<file path="src/rtl/reorder_buffer_if.sv">
// Dispatch / complete / retire / rollback bundle between the core and the reorder buffer.
interface reorder_buffer_if #(
   parameter int unsigned NUM_ROB  = 8,
   parameter int unsigned PR_W     = 6,
   parameter int unsigned FL_IDX_W = 5
);
   localparam int unsigned IDX_W = $clog2(NUM_ROB);

   logic                     dispatch_en;
   logic [1:0]               dispatch_valid;
   logic [1:0][PR_W-1:0]     dispatch_T_idx;
   logic [1:0][PR_W-1:0]     dispatch_Told_idx;
   logic [1:0][FL_IDX_W-1:0] dispatch_FL_idx;
   logic [1:0]               complete_en;
   logic [1:0][IDX_W-1:0]    complete_rob_idx;
   logic                     rollback_en;
   logic [IDX_W-1:0]         rollback_rob_idx;

   logic                     ROB_valid;
   logic [1:0][IDX_W-1:0]    ROB_idx;
   logic [1:0]               retire_en;
   logic [1:0][PR_W-1:0]     retire_T_idx;
   logic [1:0][PR_W-1:0]     retire_Told_idx;
   logic [FL_IDX_W-1:0]      FL_rollback_idx;
   logic                     empty;

   modport master (
      output dispatch_en, dispatch_valid, dispatch_T_idx, dispatch_Told_idx, dispatch_FL_idx,
      output complete_en, complete_rob_idx, rollback_en, rollback_rob_idx,
      input  ROB_valid, ROB_idx, retire_en, retire_T_idx, retire_Told_idx, FL_rollback_idx, empty
   );

   modport slave (
      input  dispatch_en, dispatch_valid, dispatch_T_idx, dispatch_Told_idx, dispatch_FL_idx,
      input  complete_en, complete_rob_idx, rollback_en, rollback_rob_idx,
      output ROB_valid, ROB_idx, retire_en, retire_T_idx, retire_Told_idx, FL_rollback_idx, empty
   );
endinterface

</file>
<file path="src/rtl/reorder_buffer.sv">
// Two-wide circular reorder buffer: in-order allocate, out-of-order complete,
// in-order retire of up to two entries, and free-list rollback on mispredict.
module reorder_buffer #(
   parameter int unsigned NUM_ROB  = 8,
   parameter int unsigned PR_W     = 6,
   parameter int unsigned FL_IDX_W = 5,
   parameter int unsigned ZERO_PR  = 31
) (
   input logic             clock,
   input logic             reset,
   reorder_buffer_if.slave rob
);
   localparam int unsigned IDX_W = $clog2(NUM_ROB);
   localparam int unsigned CNT_W = IDX_W + 1;
   localparam logic [PR_W-1:0] ZERO_TAG = PR_W'(ZERO_PR);

   logic [IDX_W-1:0]    head_q, head_d, tail_q, tail_d;
   logic [CNT_W-1:0]    count_q, count_d;
   logic [NUM_ROB-1:0]  valid_q, valid_d, complete_q, complete_d;
   logic [PR_W-1:0]     t_q    [NUM_ROB];
   logic [PR_W-1:0]     t_d    [NUM_ROB];
   logic [PR_W-1:0]     told_q [NUM_ROB];
   logic [PR_W-1:0]     told_d [NUM_ROB];
   logic [FL_IDX_W-1:0] fl_q   [NUM_ROB];
   logic [FL_IDX_W-1:0] fl_d   [NUM_ROB];

   logic [IDX_W-1:0]      head_p1;
   logic [1:0]            retire_c;
   logic [1:0]            n_ret, n_disp;
   logic                  rob_valid_c, disp_fire;
   logic [1:0][IDX_W-1:0] slot_idx;
   logic [IDX_W-1:0]      dist_rb, dist_i;

   // Retire selection, slot packing and dispatch qualification from registered state
   always_comb begin
      head_p1     = head_q + IDX_W'(1);
      retire_c    = '0;
      retire_c[0] = valid_q[head_q] & complete_q[head_q];
      retire_c[1] = retire_c[0] & valid_q[head_p1] & complete_q[head_p1];
      n_ret       = {1'b0, retire_c[0]} + {1'b0, retire_c[1]};
      rob_valid_c = (count_q <= CNT_W'(NUM_ROB - 2));
      slot_idx[0] = tail_q;
      slot_idx[1] = tail_q + IDX_W'(rob.dispatch_valid[0]);
      disp_fire   = rob.dispatch_en & rob_valid_c & ~rob.rollback_en;
      n_disp      = disp_fire ? ({1'b0, rob.dispatch_valid[0]} + {1'b0, rob.dispatch_valid[1]}) : 2'd0;
   end

   assign rob.ROB_valid          = rob_valid_c;
   assign rob.empty              = (count_q == '0);
   assign rob.ROB_idx            = slot_idx;
   assign rob.retire_en          = retire_c;
   assign rob.retire_T_idx[0]    = retire_c[0] ? t_q[head_q]     : ZERO_TAG;
   assign rob.retire_T_idx[1]    = retire_c[1] ? t_q[head_p1]    : ZERO_TAG;
   assign rob.retire_Told_idx[0] = retire_c[0] ? told_q[head_q]  : ZERO_TAG;
   assign rob.retire_Told_idx[1] = retire_c[1] ? told_q[head_p1] : ZERO_TAG;
   assign rob.FL_rollback_idx    = fl_q[rob.rollback_rob_idx];

   // Next-state: complete, retire, dispatch, then rollback overrides pointers and squashes
   always_comb begin
      head_d     = head_q;
      tail_d     = tail_q;
      count_d    = count_q;
      valid_d    = valid_q;
      complete_d = complete_q;
      t_d        = t_q;
      told_d     = told_q;
      fl_d       = fl_q;
      dist_rb    = rob.rollback_rob_idx - head_q;
      dist_i     = '0;

      for (int p = 0; p < 2; p++) begin
         if (rob.complete_en[p] && valid_q[rob.complete_rob_idx[p]])
            complete_d[rob.complete_rob_idx[p]] = 1'b1;
      end

      if (retire_c[0]) begin
         valid_d[head_q]    = 1'b0;
         complete_d[head_q] = 1'b0;
      end
      if (retire_c[1]) begin
         valid_d[head_p1]    = 1'b0;
         complete_d[head_p1] = 1'b0;
      end
      head_d = head_q + IDX_W'(n_ret);

      if (disp_fire) begin
         for (int s = 0; s < 2; s++) begin
            if (rob.dispatch_valid[s]) begin
               valid_d[slot_idx[s]]    = 1'b1;
               complete_d[slot_idx[s]] = 1'b0;
               t_d[slot_idx[s]]        = rob.dispatch_T_idx[s];
               told_d[slot_idx[s]]     = rob.dispatch_Told_idx[s];
               fl_d[slot_idx[s]]       = rob.dispatch_FL_idx[s];
            end
         end
      end
      tail_d  = tail_q + IDX_W'(n_disp);
      count_d = count_q + CNT_W'(n_disp) - CNT_W'(n_ret);

      if (rob.rollback_en) begin
         // Entries further from head than the branch are younger and get squashed
         for (int i = 0; i < NUM_ROB; i++) begin
            dist_i = IDX_W'(i) - head_q;
            if (valid_q[i] && (dist_i > dist_rb)) begin
               valid_d[i]    = 1'b0;
               complete_d[i] = 1'b0;
            end
         end
         tail_d  = rob.rollback_rob_idx + IDX_W'(1);
         count_d = CNT_W'(dist_rb) + CNT_W'(1) - CNT_W'(n_ret);
      end
   end

   // State registers
   always_ff @(posedge clock or negedge reset) begin
      if (!reset) begin
         head_q     <= '0;
         tail_q     <= '0;
         count_q    <= '0;
         valid_q    <= '0;
         complete_q <= '0;
         for (int i = 0; i < NUM_ROB; i++) begin
            t_q[i]    <= ZERO_TAG;
            told_q[i] <= ZERO_TAG;
            fl_q[i]   <= '0;
         end
      end else begin
         head_q     <= head_d;
         tail_q     <= tail_d;
         count_q    <= count_d;
         valid_q    <= valid_d;
         complete_q <= complete_d;
         t_q        <= t_d;
         told_q     <= told_d;
         fl_q       <= fl_d;
      end
   end
endmodule
</file>
<file path="src/flat_wrapper.sv">
// flat-port wrapper written by rule: the top's interface ports become plain ports
module reorder_buffer_flat 
#(
   parameter int unsigned NUM_ROB  = 8,
   parameter int unsigned PR_W     = 6,
   parameter int unsigned FL_IDX_W = 5,
   parameter int unsigned ZERO_PR  = 31
)
  (clock, reset, rob_dispatch_en, rob_dispatch_valid, rob_dispatch_T_idx, rob_dispatch_Told_idx, rob_dispatch_FL_idx, rob_complete_en, rob_complete_rob_idx, rob_rollback_en, rob_rollback_rob_idx, rob_ROB_valid, rob_ROB_idx, rob_retire_en, rob_retire_T_idx, rob_retire_Told_idx, rob_FL_rollback_idx, rob_empty);
  reorder_buffer_if #(.NUM_ROB(NUM_ROB), .PR_W(PR_W), .FL_IDX_W(FL_IDX_W)) rob_i ();
  input logic clock;
  input logic reset;
  input wire logic [$bits(rob_i.dispatch_en)-1:0] rob_dispatch_en;
  input wire logic [$bits(rob_i.dispatch_valid)-1:0] rob_dispatch_valid;
  input wire logic [$bits(rob_i.dispatch_T_idx)-1:0] rob_dispatch_T_idx;
  input wire logic [$bits(rob_i.dispatch_Told_idx)-1:0] rob_dispatch_Told_idx;
  input wire logic [$bits(rob_i.dispatch_FL_idx)-1:0] rob_dispatch_FL_idx;
  input wire logic [$bits(rob_i.complete_en)-1:0] rob_complete_en;
  input wire logic [$bits(rob_i.complete_rob_idx)-1:0] rob_complete_rob_idx;
  input wire logic [$bits(rob_i.rollback_en)-1:0] rob_rollback_en;
  input wire logic [$bits(rob_i.rollback_rob_idx)-1:0] rob_rollback_rob_idx;
  output wire logic [$bits(rob_i.ROB_valid)-1:0] rob_ROB_valid;
  output wire logic [$bits(rob_i.ROB_idx)-1:0] rob_ROB_idx;
  output wire logic [$bits(rob_i.retire_en)-1:0] rob_retire_en;
  output wire logic [$bits(rob_i.retire_T_idx)-1:0] rob_retire_T_idx;
  output wire logic [$bits(rob_i.retire_Told_idx)-1:0] rob_retire_Told_idx;
  output wire logic [$bits(rob_i.FL_rollback_idx)-1:0] rob_FL_rollback_idx;
  output wire logic [$bits(rob_i.empty)-1:0] rob_empty;
  assign rob_i.dispatch_en = rob_dispatch_en;
  assign rob_i.dispatch_valid = rob_dispatch_valid;
  assign rob_i.dispatch_T_idx = rob_dispatch_T_idx;
  assign rob_i.dispatch_Told_idx = rob_dispatch_Told_idx;
  assign rob_i.dispatch_FL_idx = rob_dispatch_FL_idx;
  assign rob_i.complete_en = rob_complete_en;
  assign rob_i.complete_rob_idx = rob_complete_rob_idx;
  assign rob_i.rollback_en = rob_rollback_en;
  assign rob_i.rollback_rob_idx = rob_rollback_rob_idx;
  assign rob_ROB_valid = rob_i.ROB_valid;
  assign rob_ROB_idx = rob_i.ROB_idx;
  assign rob_retire_en = rob_i.retire_en;
  assign rob_retire_T_idx = rob_i.retire_T_idx;
  assign rob_retire_Told_idx = rob_i.retire_Told_idx;
  assign rob_FL_rollback_idx = rob_i.FL_rollback_idx;
  assign rob_empty = rob_i.empty;
  reorder_buffer #(.NUM_ROB(NUM_ROB), .PR_W(PR_W), .FL_IDX_W(FL_IDX_W), .ZERO_PR(ZERO_PR)) u_core (.clock(clock), .reset(reset), .rob(rob_i));
endmodule
</file>
<file path="config.mk">
export PLATFORM = sky130hd
export DESIGN_NAME = reorder_buffer_flat
export DESIGN_NICKNAME = d
export VERILOG_FILES = /design/src/rtl/reorder_buffer_if.sv /design/src/rtl/reorder_buffer.sv /design/src/flat_wrapper.sv
export SDC_FILE = /design/constraint.sdc
export NUM_CORES = 1
export LEC_CHECK = 0
export BUFFER_PORTS_ARGS = -buffer_cell sky130_fd_sc_hd__buf_2
export CAP_MARGIN = 10
export CELL_PAD_IN_SITES_DETAIL_PLACEMENT = 1
export CELL_PAD_IN_SITES_GLOBAL_PLACEMENT = 2
export CORE_MARGIN = 2
export CORE_UTILIZATION = 42
export DETAILED_ROUTE_END_ITERATION = 10
export GPL_TIMING_DRIVEN = 1
export HOLD_SLACK_MARGIN = 0.1
export MAX_ROUTING_LAYER = met4
export PLACE_DENSITY_LB_ADDON = 0.1
export SLEW_MARGIN = 30
export SYNTH_ARGS = -nofsm -noshare
export SYNTH_HDL_FRONTEND = slang
export SYNTH_SLANG_ARGS = --single-unit
</file>
<file path="constraint.sdc">
create_clock -name clock -period 9.1 [get_ports clock]
set_input_delay 1.82 -clock clock [delete_from_list [all_inputs] [get_ports clock]]
set_output_delay 1.82 -clock clock [all_outputs]
set_load 0.01 [all_outputs]
</file>
==> Implementation_results.wiki <==
{| class="wikitable"
! Metric !! Value
|-
| Biggest fanout along the worst timing path || 19
|-
| Sum of net half-perimeters after detailed placement || about 24 mm
|-
| Initial Utilization || between 40% and 50%
|-
| Global-route usage over all layers || 29.2%
|-
| Hold endpoint || u_core.fl_q[6]$_DFFE_PN0N_
|-
| Reg power frac || between 30% and 40%
|-
| Placeable core area || approximately 0.026 mm^2
|-
| Netlist cell types || 58
|-
| Yosys warnings || 0
|-
| Setup slack of the worst register-to-register path || 3.45 ns
|-
| Setup Buffers After CTS || 0
|-
| Antenna cell count || 0
|-
| Number of nets still failing antenna checks after routing || 0
|-
| Count of nets after finishing || 1296
|-
| Total of max-cap violations || 0
|-
| Portion of total power attributed to combinational logic || 45.1%
|-
| Dpl cell area || around 0.012 mm^2
|-
| CTS Root Buffer Type || sky130_fd_sc_hd__clkbuf_16
|-
| Cell Rows || 59
|-
| Die X || around 170 um
|-
| Worst relative slew slack || between 30% and 40%
|-
| Critical Path AT || around 4.8 ns
|-
| Number of gates given a new drive strength after cts || 0
|-
| Final Max Tran Viols || 0
|-
| Final clock skew || 0.0120 ns
|-
| Post-CTS Hold Fix Bufs || 0
|-
| Count of input and output buffers || 89
|-
| Source of the critical timing path || u_core.head_q[2]$_DFF_PN0_
|-
| Placement-stage worst setup slack || around 3.0 ns
|-
| Flip-flop and latch count after synthesis || around 160
|-
| Proportion of power drawn by the clock network || a little under a fifth
|-
| Most frequently used flop master after synthesis || sky130_fd_sc_hd__dfrtp_1
|-
| Switching portion of total power || between 40% and 50%
|-
| Critical path startpoint category || flip-flop
|-
| F_max || around 150 MHz
|-
| Required @ worst endpoint || about 7.3 ns
|-
| Detailed Route Iter0 Violations || about 610
|-
| Synthesized instance count || roughly 1200
|-
| Final critical-path share of the clock period || 72.2%
|-
| Post-route core utilization || around 48%
|-
| Via/cell ratio || roughly 5.8
|-
| Pre-antenna DRT Iters || 6
|-
| Gr ovfl total || 0
|-
| Routed WL || about 37 mm
|-
| Clk slew on worst S/H paths || 0.08 ns
|-
| R2R Path End || u_core.count_q[3]$_DFF_PN0_
|-
| Max Root-Sink Buffers || 2
|-
| Class of the most critical setup path || reg2out
|-
| Clock latency on the worst-skew pair || about 0.44 ns
|-
| Worst reg2reg path startpoint || u_core.head_q[2]$_DFF_PN0_
|-
| Proportion of layout cells with a drive suffix above 1 || between 20% and 30%
|-
| Clock sinks || between 150 and 200
|-
| Reported leakage power || between 5 and 6 nW
|-
| Mapped cell area || around 0.011 mm^2
|-
| Top-level I/O count || 90
|-
| Hold Violations, Final || 0
|-
| Number of synthesized flops with an enable pin || 0
|-
| Die area || between 0.02 and 0.03 mm^2
|-
| Clock buffer count from CTS || 17
|-
| Hold_ws || 0.483 ns
|-
| First-pass GRT wire length || 56.8 mm
|-
| Sum of negative setup slack || 0 ns
|-
| P per Cell Area || ~330 mW/mm^2
|-
| Max VDD drop || 0.169 mV
|-
| Status || complete, no violations
|-
| Total non-filler cell area in the finished layout || 0.0122 mm^2
|-
| Cell depth of the worst min-delay path || 2
|-
| RSZ-0062 raised after global routing || no
|-
| Total nets after synthesis || ~1300
|-
| Die Height || between 150 and 200 um
|-
| Largest net degree at the start of global routing || roughly 100
|-
| Slew @ Worst Pin || a little over 1 ns
|-
| Least setup slack across all paths after layout || ~2.5 ns
|-
| Final GP Congestion || approximately 0.85
|-
| Routed wire length per instance || approximately 24 um
|-
| Internal Dissipation || between 2 and 2.5 mW
|-
| Asr flop ratio synth || 100%
|-
| H-Tree Depth || 4
|-
| Seq/Total Area, Yosys || about two fifths
|-
| Via count of the first global-routing pass || roughly 9100
|-
| Final critical path time including I/O delays and setup || ~6.6 ns
|-
| Area growth from synthesis to layout || 12.2%
|-
| Initial antenna violation count || 0
|-
| Class of the most critical hold timing path || reg2reg
|-
| Source of the worst hold timing path || u_core.fl_q[6]$_DFFE_PN0N_
|-
| Post-detailed-route DRC marker count || 0
|-
| Reg2reg path depth || 14
|-
| Critical path endpoint category || output pin
|-
| Synthesized area per cell || around 9.3 um^2
|-
| Clock tree from TritonCTS || yes
|-
| Switching component of the power || about 1.7 mW
|-
| Vias post-DR || 8931
|-
| Final count of negative-setup-slack endpoints || 0
|}
==> cells in the final DEF (no fill, tap or decap), types with 30 or more instances in the layout <==
cell                      netlist  layout
sky130_fd_sc_hd__mux2i_1      145     145
sky130_fd_sc_hd__o21ai_0      108     108
sky130_fd_sc_hd__dfrtp_1       82      81
sky130_fd_sc_hd__buf_2         25      88
sky130_fd_sc_hd__inv_1         38      38
sky130_fd_sc_hd__nand3_1       30      30
sky130_fd_sc_hd__nand2_1      203     203
sky130_fd_sc_hd__dfstp_2       80      80
sky130_fd_sc_hd__mux4_2        39      39
sky130_fd_sc_hd__a21oi_1       97      97
sky130_fd_sc_hd__ha_1          38      38
sky130_fd_sc_hd__nor2_1        72      72
==> registers in the layout, indices dropped and copies added, names as in the netlist <==
signal,cells
u_core.complete_q,8
u_core.count_q,4
u_core.fl_q,40
u_core.head_q,3
u_core.t_q,48
u_core.tail_q,3
u_core.told_q,48
u_core.valid_q,8
==> how the worst max path moves through the flow <==
stage	to	slack, ns	cells after the start
after global placement	rob_retire_Told_idx[7]	3.13	7
after floorplan	rob_FL_rollback_idx[0]	4.15	3
after CTS	rob_retire_Told_idx[7]	2.49	7
final	rob_retire_Told_idx[7]	2.53	7
after detailed placement	rob_retire_Told_idx[7]	2.98	7
after global routing	rob_retire_Told_idx[10]	2.32	7
==> critical path: stages, from the launching register on <==
cell and delay, ns:
sky130_fd_sc_hd__dfrtp_1 0.93, sky130_fd_sc_hd__inv_1 0.64, sky130_fd_sc_hd__mux4_2 0.43, sky130_fd_sc_hd__mux2_2 0.40
sky130_fd_sc_hd__inv_1 0.50, sky130_fd_sc_hd__and2_1 0.81, sky130_fd_sc_hd__o221ai_1 0.35, sky130_fd_sc_hd__buf_2 0.23
==> cells in the mapped netlist (3+ instances only) <==
cell type,n,area [um^2]
sky130_fd_sc_hd__a32oi_1,5,43.8
sky130_fd_sc_hd__clkbuf_1,57,214
sky130_fd_sc_hd__o21a_1,3,22.5
sky130_fd_sc_hd__or3_1,6,37.5
sky130_fd_sc_hd__mux2_2,10,113
sky130_fd_sc_hd__inv_2,3,11.3
sky130_fd_sc_hd__dfstp_2,80,2100
sky130_fd_sc_hd__nand3_1,30,150
sky130_fd_sc_hd__xor2_1,3,26.3
sky130_fd_sc_hd__inv_1,38,143
sky130_fd_sc_hd__mux4_2,39,878
sky130_fd_sc_hd__nor3_1,7,35.0
sky130_fd_sc_hd__buf_1,14,52.6
sky130_fd_sc_hd__a21o_1,4,30.0
sky130_fd_sc_hd__nor4_1,8,50.1
sky130_fd_sc_hd__o21ai_1,5,25.0
sky130_fd_sc_hd__buf_4,5,37.5
sky130_fd_sc_hd__o31a_1,3,26.3
sky130_fd_sc_hd__nand2_1,203,762
sky130_fd_sc_hd__xnor2_1,7,61.3
sky130_fd_sc_hd__nand2b_1,12,75.1
sky130_fd_sc_hd__nor2b_1,3,18.8
sky130_fd_sc_hd__and3_1,6,37.5
sky130_fd_sc_hd__ha_1,38,475
sky130_fd_sc_hd__fa_1,6,120
sky130_fd_sc_hd__o22ai_1,5,31.3
sky130_fd_sc_hd__o21ai_0,108,541
sky130_fd_sc_hd__nor2_1,72,270
sky130_fd_sc_hd__a21oi_1,97,485
sky130_fd_sc_hd__buf_2,25,125
sky130_fd_sc_hd__a311oi_1,3,26.3
sky130_fd_sc_hd__dfrtp_1,82,2050
sky130_fd_sc_hd__mux2i_1,145,1450
sky130_fd_sc_hd__a31oi_1,5,31.3
==> cell type report <==
cell class / count / area [um^2]
clock buffers: 18 / 439
clock inverters: 14 / 145
fillers: 2969 / 13500
inverters: 42 / 158
multi-input cells: 867 / 6250
flip-flops and latches: 162 / 4160
well taps: 335 / 419
repair buffers: 111 / 681
==> logic make-up (layout without fill, tap and decap cells) <==
| family | count (synthesis) | after routing | synth area share, % |
|---|---|---|---|
| compound gates | 256 | 256 | 13.1 |
| simple gates | 361 | 361 | 14.2 |
| buf+inv | 145 | 185 | 5.58 |
| xor+xnor | 12 | 12 | 1.20 |
| flops | 162 | 162 | 38.1 |
| mux | 194 | 194 | 22.4 |
| fa+ha+maj | 44 | 44 | 5.46 |
==> per-layer routing <==
layer | global-route usage (%) | wire (um) | share of wire [%] | up-vias
li1 | - | - | - | 4174
met1 | 39.2 | 17300 | 46 | 4525
met2 | 46.4 | 17900 | 48 | 182
met3 | 3.80 | 1080 | 2.9 | 50
met4 | 8.93 | 1010 | 2.7 | 0
met5 | - | 0 | 0 | -
==> power by group through the flow <==
stage               combinational (mW)  sequential, mW  clock, mW
floorplan                         1.35            1.34          0
global placement                  1.77            1.47          0
detailed placement                1.82            1.48          0
CTS                               1.84            1.47      0.755
global route                      2.04            1.52      0.779
finish                            1.82            1.48      0.740
==> stage by stage <==
stage | cells | power (mW)
global placement | 1514 | 3.24
global route | 1549 | 4.34
CTS | 1549 | 4.07
floorplan | 1174 | 2.69
detailed placement | 1517 | 3.30
finish | 1549 | 4.04
Note: power is estimated with default switching activity, not from simulation.
